<file path="src/rtl/ram_bist.sv">
`default_nettype none
// ============================================================================
//  Module      : ram_bist
//  Description : Built-in self-test controller for a RAM with one write port
//                and two read ports (A, B). Each run writes a pattern over
//                0..END_ADDR, then reads it back on both ports at once: A
//                ascending, B descending. There are two passes: the address
//                value, then its complement. The first mismatch is captured
//                and ends the run early.
//  Revision    : 1.0 - initial release
// ----------------------------------------------------------------------------
//  Ports
//    clk        in   single clock, rising edge
//    reset      in   asynchronous, active-low reset
//    start      in   begin a run (accepted in IDLE or DONE only)
//    busy       out  run in progress
//    done       out  run finished; held until next start or reset
//    fail       out  mismatch detected (valid with done)
//    err_port   out  port of first mismatch (0 = A, 1 = B)
//    err_addr   out  address of first mismatch
//    err_exp    out  expected word at first mismatch
//    err_data   out  word actually read at first mismatch
//    wr         out  RAM write enable
//    wr_addr    out  RAM write address
//    d_in       out  RAM write data
//    rd_addr_a  out  RAM read address, port A
//    rd_addr_b  out  RAM read address, port B
//    d_out_a    in   RAM read data, port A
//    d_out_b    in   RAM read data, port B
// ============================================================================
module ram_bist #(
    parameter int                ADDR_W   = 27,
    parameter int                DATA_W   = 16,
    parameter logic [ADDR_W-1:0] END_ADDR = 27'h7FFFFFF,
    parameter int                RD_LAT   = 1
) (
    input  logic              clk,
    input  logic              reset,
    input  logic              start,
    output logic              busy,
    output logic              done,
    output logic              fail,
    output logic              err_port,
    output logic [ADDR_W-1:0] err_addr,
    output logic [DATA_W-1:0] err_exp,
    output logic [DATA_W-1:0] err_data,
    output logic              wr,
    output logic [ADDR_W-1:0] wr_addr,
    output logic [DATA_W-1:0] d_in,
    output logic [ADDR_W-1:0] rd_addr_a,
    output logic [ADDR_W-1:0] rd_addr_b,
    input  logic [DATA_W-1:0] d_out_a,
    input  logic [DATA_W-1:0] d_out_b
);

    localparam logic [2:0] S_IDLE  = 3'd0;
    localparam logic [2:0] S_WRITE = 3'd1;
    localparam logic [2:0] S_READ  = 3'd2;
    localparam logic [2:0] S_DRAIN = 3'd3;
    localparam logic [2:0] S_DONE  = 3'd4;

    // Last drain-cycle index; unused when RD_LAT is 0 (DRAIN is skipped).
    localparam logic [ADDR_W-1:0] c_DRN_LAST = ADDR_W'((RD_LAT > 0) ? RD_LAT - 1 : 0);

    logic [2:0]        r_state;
    logic              r_pass;      // 0: pattern = address, 1: complement
    logic [ADDR_W-1:0] r_idx;       // write/read index, reused as drain counter
    logic              r_fail;
    logic              r_err_port;
    logic [ADDR_W-1:0] r_err_addr;
    logic [DATA_W-1:0] r_err_exp;
    logic [DATA_W-1:0] r_err_data;

    logic              w_start_acc;
    logic              w_rd_issue;
    logic [ADDR_W-1:0] w_addr_b;
    logic [DATA_W-1:0] w_base_idx;
    logic [DATA_W-1:0] w_base_b;
    logic [DATA_W-1:0] w_pat_idx;
    logic [DATA_W-1:0] w_pat_b;

    logic              w_cmp_vld;
    logic [ADDR_W-1:0] w_cmp_addr_a;
    logic [ADDR_W-1:0] w_cmp_addr_b;
    logic [DATA_W-1:0] w_cmp_exp_a;
    logic [DATA_W-1:0] w_cmp_exp_b;
    logic              w_err_a;
    logic              w_err_b;
    logic              w_err_new;
    logic              w_pass_next;

    assign w_start_acc = start && ((r_state == S_IDLE) || (r_state == S_DONE));
    assign w_rd_issue  = (r_state == S_READ);
    assign w_addr_b    = END_ADDR - r_idx;

    // ------------------------------------------------------------------
    // Pattern source: the low DATA_W bits of the address, zero-extended
    // when the data word is wider than the address.
    // ------------------------------------------------------------------
    if (DATA_W <= ADDR_W) begin : g_pat_trunc
        assign w_base_idx = r_idx[DATA_W-1:0];
        assign w_base_b   = w_addr_b[DATA_W-1:0];
    end else begin : g_pat_pad
        assign w_base_idx = {{(DATA_W-ADDR_W){1'b0}}, r_idx};
        assign w_base_b   = {{(DATA_W-ADDR_W){1'b0}}, w_addr_b};
    end

    assign w_pat_idx = r_pass ? ~w_base_idx : w_base_idx;
    assign w_pat_b   = r_pass ? ~w_base_b   : w_base_b;

    // ------------------------------------------------------------------
    // Compare alignment: the expected word and address of each read are
    // delayed to line up with the RAM's read latency.
    // ------------------------------------------------------------------
    if (RD_LAT == 0) begin : g_lat_zero
        assign w_cmp_vld    = w_rd_issue;
        assign w_cmp_addr_a = r_idx;
        assign w_cmp_addr_b = w_addr_b;
        assign w_cmp_exp_a  = w_pat_idx;
        assign w_cmp_exp_b  = w_pat_b;
    end else begin : g_lat_pipe
        logic              r_vld_q    [RD_LAT];
        logic [ADDR_W-1:0] r_addr_a_q [RD_LAT];
        logic [ADDR_W-1:0] r_addr_b_q [RD_LAT];
        logic [DATA_W-1:0] r_exp_a_q  [RD_LAT];
        logic [DATA_W-1:0] r_exp_b_q  [RD_LAT];

        always_ff @(posedge clk or negedge reset) begin
            if (!reset) begin
                for (int s = 0; s < RD_LAT; s++) begin
                    r_vld_q[s]    <= 1'b0;
                    r_addr_a_q[s] <= '0;
                    r_addr_b_q[s] <= '0;
                    r_exp_a_q[s]  <= '0;
                    r_exp_b_q[s]  <= '0;
                end
            end else begin
                r_vld_q[0]    <= w_rd_issue;
                r_addr_a_q[0] <= r_idx;
                r_addr_b_q[0] <= w_addr_b;
                r_exp_a_q[0]  <= w_pat_idx;
                r_exp_b_q[0]  <= w_pat_b;
                for (int s = 1; s < RD_LAT; s++) begin
                    r_vld_q[s]    <= r_vld_q[s-1];
                    r_addr_a_q[s] <= r_addr_a_q[s-1];
                    r_addr_b_q[s] <= r_addr_b_q[s-1];
                    r_exp_a_q[s]  <= r_exp_a_q[s-1];
                    r_exp_b_q[s]  <= r_exp_b_q[s-1];
                end
            end
        end

        assign w_cmp_vld    = r_vld_q[RD_LAT-1];
        assign w_cmp_addr_a = r_addr_a_q[RD_LAT-1];
        assign w_cmp_addr_b = r_addr_b_q[RD_LAT-1];
        assign w_cmp_exp_a  = r_exp_a_q[RD_LAT-1];
        assign w_cmp_exp_b  = r_exp_b_q[RD_LAT-1];
    end

    assign w_err_a   = w_cmp_vld && (d_out_a != w_cmp_exp_a);
    assign w_err_b   = w_cmp_vld && (d_out_b != w_cmp_exp_b);
    // Only the first mismatch of a run is reported.
    assign w_err_new = !r_fail && (w_err_a || w_err_b);
    // A mismatch found in the same cycle as the pass decision must veto
    // the second pass, so the live compare result is included here.
    assign w_pass_next = !r_pass && !r_fail && !w_err_new;

    // ------------------------------------------------------------------
    // Sequencer
    // ------------------------------------------------------------------
    always_ff @(posedge clk or negedge reset) begin
        if (!reset) begin
            r_state <= S_IDLE;
            r_pass  <= 1'b0;
            r_idx   <= '0;
        end else begin
            case (r_state)
                S_IDLE, S_DONE: begin
                    if (start) begin
                        r_state <= S_WRITE;
                        r_pass  <= 1'b0;
                        r_idx   <= '0;
                    end
                end
                S_WRITE: begin
                    if (r_idx == END_ADDR) begin
                        r_state <= S_READ;
                        r_idx   <= '0;
                    end else begin
                        r_idx <= r_idx + ADDR_W'(1);
                    end
                end
                S_READ: begin
                    if (w_err_new || (r_idx == END_ADDR)) begin
                        r_idx <= '0;
                        if (RD_LAT == 0) begin
                            // No reads in flight: decide the next pass now.
                            if (w_pass_next) begin
                                r_state <= S_WRITE;
                                r_pass  <= 1'b1;
                            end else begin
                                r_state <= S_DONE;
                            end
                        end else begin
                            r_state <= S_DRAIN;
                        end
                    end else begin
                        r_idx <= r_idx + ADDR_W'(1);
                    end
                end
                S_DRAIN: begin
                    if (r_idx == c_DRN_LAST) begin
                        r_idx <= '0;
                        if (w_pass_next) begin
                            r_state <= S_WRITE;
                            r_pass  <= 1'b1;
                        end else begin
                            r_state <= S_DONE;
                        end
                    end else begin
                        r_idx <= r_idx + ADDR_W'(1);
                    end
                end
                default: begin
                    r_state <= S_IDLE;
                end
            endcase
        end
    end

    // ------------------------------------------------------------------
    // First-error capture; port A wins a same-cycle tie.
    // ------------------------------------------------------------------
    always_ff @(posedge clk or negedge reset) begin
        if (!reset) begin
            r_fail     <= 1'b0;
            r_err_port <= 1'b0;
            r_err_addr <= '0;
            r_err_exp  <= '0;
            r_err_data <= '0;
        end else if (w_start_acc) begin
            r_fail     <= 1'b0;
            r_err_port <= 1'b0;
            r_err_addr <= '0;
            r_err_exp  <= '0;
            r_err_data <= '0;
        end else if (w_err_new) begin
            r_fail <= 1'b1;
            if (w_err_a) begin
                r_err_port <= 1'b0;
                r_err_addr <= w_cmp_addr_a;
                r_err_exp  <= w_cmp_exp_a;
                r_err_data <= d_out_a;
            end else begin
                r_err_port <= 1'b1;
                r_err_addr <= w_cmp_addr_b;
                r_err_exp  <= w_cmp_exp_b;
                r_err_data <= d_out_b;
            end
        end
    end

    // ------------------------------------------------------------------
    // Outputs decode straight from the state register, so an asynchronous
    // reset clears the RAM interface immediately. Addresses and data are
    // held at zero outside the states that use them.
    // ------------------------------------------------------------------
    assign busy      = (r_state == S_WRITE) || (r_state == S_READ) || (r_state == S_DRAIN);
    assign done      = (r_state == S_DONE);
    assign fail      = r_fail;
    assign err_port  = r_err_port;
    assign err_addr  = r_err_addr;
    assign err_exp   = r_err_exp;
    assign err_data  = r_err_data;
    assign wr        = (r_state == S_WRITE);
    assign wr_addr   = (r_state == S_WRITE) ? r_idx     : '0;
    assign d_in      = (r_state == S_WRITE) ? w_pat_idx : '0;
    assign rd_addr_a = w_rd_issue ? r_idx    : '0;
    assign rd_addr_b = w_rd_issue ? w_addr_b : '0;

endmodule
`default_nettype wire

</file>
<file path="config.mk">
export PLATFORM = sky130hd
export DESIGN_NAME = ram_bist
export DESIGN_NICKNAME = d
export VERILOG_FILES = /design/src/rtl/ram_bist.sv
export SDC_FILE = /design/constraint.sdc
export NUM_CORES = 1
export LEC_CHECK = 0
export CAP_MARGIN = 20
export CORE_ASPECT_RATIO = 1.25
export CORE_UTILIZATION = 50
export CTS_BUF_LIST = sky130_fd_sc_hd__clkbuf_16
export DETAILED_ROUTE_END_ITERATION = 6
export PLACE_DENSITY_LB_ADDON = 0.05
export SYNTH_ARGS = -nofsm -noshare
export SYNTH_HDL_FRONTEND = slang
export SYNTH_SLANG_ARGS = --single-unit
</file>
<file path="constraint.sdc">
create_clock -name clk -period 2.7 [get_ports clk]
set_input_delay 0.81 -clock clk [delete_from_list [all_inputs] [get_ports clk]]
set_output_delay 0.81 -clock clk [all_outputs]
set_load 0.03 [all_outputs]
</file>
## Yosys cells after proc, flatten, opt, wreduce, memory -nomap -nowiden

Index checks and enable logic that the tools add are counted.

| storage, ports and cells | value |
|---|---|
| logic and storage cells | 87 |
| register bits | 179 |
| output and inout bits | 161 |

| cells by class | value |
|---|---|
| add/subtract/negate cells | 2 |
| reductions and logical operators | 23 |
| mux-type cells | 35 |
| bitwise operators | 2 |
| equal/unequal tests | 12 |

Operator list:

| cell | count |
|---|---|
| 27-bit two-way mux | 10 |
| 16-bit two-way mux | 9 |
| 27-bit case mux with 4 select lines | 1 |
| 16-bit != test | 2 |
| 16-bit NOT | 2 |
| 27-bit by 1-bit adder with 27-bit output, second input constant | 1 |
| 27-bit == test, second input constant | 1 |
| 27-bit logical NOT | 1 |
| 27-bit subtractor, first input constant | 1 |
| 3-bit two-way mux | 5 |
| 3-bit case mux with 4 select lines | 1 |
| 1-bit two-way mux | 8 |
| 4-bit AND reduction | 2 |
| 3-bit by 2-bit == test with 1-bit output, second input constant | 2 |
| 1-bit logical AND | 6 |
| 2-bit != test, second input constant | 3 |
| 1-bit logical OR | 5 |
| 2-bit by 1-bit != test with 1-bit output, second input constant | 2 |
| 2-bit nonzero test | 2 |
| 4-bit nonzero test | 1 |
| 3-bit by 1-bit == test with 1-bit output, second input constant | 1 |
| 3-bit == test, second input constant | 1 |
| 1-bit logical NOT | 3 |
| 3-bit logical NOT | 1 |
| 3 further kinds | 3 |

## Longest topological paths before layout

| depth | value |
|---|---|
| depth after elaboration | 9 |
| gate-level depth with buffers | 11 |
| mapped depth without buffers | 9 |

## Least setup slack after synthesis

Ideal clock, no wire load.

| timing | value |
|---|---|
| path kind | register to output |
| from | register r_pass |
| to | output d_in[10] |
| cell stages (with the launch flop) | 5 |
| arrival | 1712 ps |
| data required time | 1890 ps |
| setup slack | 178 ps |
| cells stage by stage | dfrtp_1 -> clkbuf_1 -> buf_1 -> xnor2_1 -> nor2_1 |

| on the way | value |
|---|---|
| word-level cells in the longest chain between the ends | 2 |

Ends and longest elaborated chain:

| element | RTL line | RTL |
|---|---|---|
| start, declared | 66 | `logic r_pass;` |
| start signal, assigned | 174 | `r_pass <= 1'b0;` |
| start signal, assigned | 181 | `r_pass <= 1'b0;` |
| start signal, assigned | 200 | `r_pass <= 1'b1;` |
| 16-bit two-way mux | 108 | `assign w_pat_idx = r_pass ? ~w_base_idx : w_base_idx;` |
| 16-bit two-way mux | 277 | `assign d_in = (r_state == S_WRITE) ? w_pat_idx : '0;` |
| end, declared | 49 | `output logic [DATA_W-1:0] d_in,` |

No other way between the ends.

## Worst setup path in the final report

| timing | value |
|---|---|
| from | register r_state[1] |
| to | output d_in[13] |

| on the way | value |
|---|---|
| word-level cells in the longest chain between the ends | 2 |

Ends and longest elaborated chain:

| element | RTL line | RTL |
|---|---|---|
| start, declared | 65 | `logic [2:0] r_state;` |
| start signal, assigned | 173 | `r_state <= S_IDLE;` |
| start signal, assigned | 180 | `r_state <= S_WRITE;` |
| start signal, assigned | 187 | `r_state <= S_READ;` |
| 3-bit by 1-bit == test with 1-bit output | 277 |  |
| 16-bit two-way mux | 277 |  |

No other way between the ends.

==> impl_metrics.toml <==
[cells_and_area]
drive_gt1_share_pct = 22.1
final_cell_mix = "178 x dfrtp_1, 158 x nor2_1, 116 x buf_4, 94 x clkdlybuf4s50_1, 60 x mux2i_1"
area_delta_synth_final_pct = 37.3
final_cells = 1215
fillers = 1208
regArea_sq_um = 4480
antenna_cells = 0
final_common_cell = "dfrtp_1"
post-route-cell-area_sq_um = 11200
nets = 1027
multi_input_area_sq_um = 3260

[detailed_routing]
final_antenna_net_count = 0
via_per_inst = 5.38
drc = 0
wire_per_inst_microns = 18.7
drt_iter0_drc = 471
totalWireLength_mm = 22.8
firstDrtPassIters = 4
vias = 6540

[timing]
worst_clock_skew_ns = 0.00997
worst_pin_slew_ns = 0.612
maxSlewViolCount = 0
setup_violations = 0
fin_crit_ns = 2.67
fin_crit_sh_pct = 99.0
clock.fmax_mhz = 374
slew_headroom_pct = 59.2
rsz0062_at_grt = "yes"
final-hold-violation-count = 0

[pwr]
p_leak_nw = 5.34
power_density_nw_per_um2 = 810
ir_worst_vdd_mv = 0.430

[global_route]
grt_max_degree = 57
track_usage_pct = 27.7
grt_first_pass_wirelength_mm = 34.5
grt_pass1_vias = 6429
grt_overflow = 0
antenna_found_initial = 0

[logic_synthesis]
synthCells = 791
synth_area_leader_cell = "dfrtp_1"
synth_xor_xnor_area_share_pct = 5.50
seq_area_frac_synth_pct = 55.1
yosys-top-cells-area = "dfrtp_1 55%, nor2_1 8.1%, mux2i_1 7.4%"
ys_seq_elements = 179
synth-async-reset-ratio_pct = 100
synth_area_per_cell_sq_um = 10.3
synthMuxAreaShare_pct = 7.53
synthAdderAreaFrac_pct = 0.308
synth_nets = 828
synth_compound_area_share_pct = 10.9
synth_top_flop_cell = "dfrtp_1"
synth_top_cell_area_share_pct = 55.1
ys.warnings.count = 0
synth-simple-area-share_pct = 14.4
synthesis.area_sq_um = 8130
synth_edf_count = 0
synth_top_family_by_area = "simple AND/OR/NAND/NOR gates"
synth.distinct_cells = 47

[run]
cap_viol_max_count = 0

[clocking]
cts_buffers = 17
cts_tree = "yes"
hold_buffers = 0
root_buffer = "clkbuf_16"
clk_latency_ns = 0.43
clkTransAtPathRegs_ns = 0.07
cts.sinks = 179
htreeDepth = 4
ctsLongestPathBuffers = 2

[placed_design]
dp_hpwl_mm = 16.0
dpl-instance-area_sq_um = 10300
dp.cells = 1177
gp_congestion = 0.887
place.port_buffers = 195

[floorplan]
core-area_sq_um = 15800
io_pins = 196
die-area_sq_um = 16800
row_count = 51
initial_utilization_pct = 51.6
die_w_microns = 116
die_h_microns = 145

[setup_path]
startpoint_type = "flop"
end_kind = "primary output"
worstSetupPathType = "flop to primary output"
rrSetupSlack_ns = 0.18
timing.rr.end = "r_idx[21]"
cp_slowest_cell = "or3_4"
worstPathRequired_ns = 1.89
cpPeakStageDelay_ns = 0.47
cp_cell_sequence = "or3_4 > buf_16 > nor2_2 > buf_12"
reg2reg_from = "r_idx[0]"
path_max_fanout = 17
ff2ff_path_depth = 10
crit_arrival_ns = 1.86

[worst_hold_path]
min_path_type = "input pin to asynchronous set/reset pin"

[outcome]
outcome = "completed"
[area by class of cell]
| class | instances | area share (%) |
|---|---|---|
| timing repair buffer | 242 | 21.3 |
| tap | 212 | 2.38 |
| clock inverter | 15 | 1.42 |
| multi-input combinational | 499 | 29.2 |
| inverter | 51 | 1.72 |
| sequential | 179 | 40.2 |
| clock buffer | 17 | 3.81 |
[flip-flops by register name, indices dropped and copies added, names as in the netlist]
name                   count
r_state                    3
r_pass                     1
g_lat_pipe.r_exp_b_q      16
g_lat_pipe.r_addr_a_q     27
g_lat_pipe.r_vld_q         1
err_data                  16
err_exp                   16
err_port                   1
g_lat_pipe.r_exp_a_q      16
fail                       1
r_idx                     27
g_lat_pipe.r_addr_b_q     27
err_addr                  27
[per-stage QoR]
step           hold WS (ns)  utilization (%)  worst slack [ns]  setup TNS, ns  total power, mW
3_5_place_dp          0.439             65.6            -0.336         -22.17             6.51
2_1_floorplan         0.349                -             0.178              0             5.12
6_report              0.304             70.8            0.0265              0             9.04
4_1_cts               0.314             69.7          0.000147              0             8.97
5_1_grt               0.326             70.8           -0.0240         -0.147             9.43
3_3_place_gp          0.432             65.6            -0.326         -22.93             6.45
[power breakdown]
group | internal (mW) | total (mW) | switching [mW]
clock | 1.24 | 2.40 | 1.16
combinational | 1.32 | 3.06 | 1.74
sequential | 3.15 | 3.57 | 0.421
total | 5.72 | 9.04 | 3.32
[cell families (layout without fill, tap and decap cells)]
| kind of cell | count (synthesis) | after routing |
|---|---|---|
| AOI/OAI and AO/OA | 130 | 130 |
| muxes | 61 | 61 |
| xor gates and xnor gates | 51 | 51 |
| DFF | 179 | 179 |
| and+or+nand+nor | 255 | 255 |
| buffers and inverters | 113 | 325 |
| adders and majority gates | 2 | 2 |
[cell usage after synthesis (3+ instances only)]
library cell,n
nand3_1,17
nand2_1,12
nor2_1,176
a211oi_1,59
o21ai_0,17
mux2i_1,60
buf_1,7
dfrtp_1,179
clkbuf_1,29
buf_4,13
nand4_1,11
a21oi_2,5
inv_1,50
nor4_1,7
nor3_1,5
buf_6,3
xnor2_1,51
nand3b_1,4
nand2b_1,6
buf_2,10
a31oi_1,12
a21oi_1,23
[per-layer routing]
| metal | part of all wire, % | GRT usage, % | vias to the layer above |
|---|---|---|---|
| met2 | 52 | 47.0 | 208 |
| met1 | 40 | 34.4 | 3214 |
| met4 | 2.9 | 12.0 | 0 |
| met3 | 4.8 | 5.24 | 42 |
| met5 | 0 | 0 | - |
| li1 | - | - | 3076 |
[critical path: cells and delay by family, from the launching register on]
| kind | cells | cell delay (ns) |
|---|---|---|
| flops | 1 | 0.45 |
| simple gates | 2 | 0.65 |
| buf+inv | 2 | 0.33 |
[worst max-delay path by stage]
stage	start	end	slack, ns	cells past startpoint
2_1_floorplan	r_pass	d_in[10]	0.18	4
3_3_place_gp	d_out_b[15]	r_idx[6]	-0.33	10
3_5_place_dp	d_out_b[5]	err_addr[19]	-0.34	10
4_1_cts	r_state[1]	d_in[3]	0.0001	4
5_1_grt	r_state[1]	d_in[13]	-0.02	4
6_report	r_state[1]	d_in[13]	0.03	4
[timing repair]
action | in CTS | in global routing
buffers inserted | 1 | 2
resized for setup | 20 | 23
pin swaps | 0 | 0
endpoints found under the setup margin | 99 | 96
gates cloned | 0 | 3
Power figures use the tool's default switching activity.
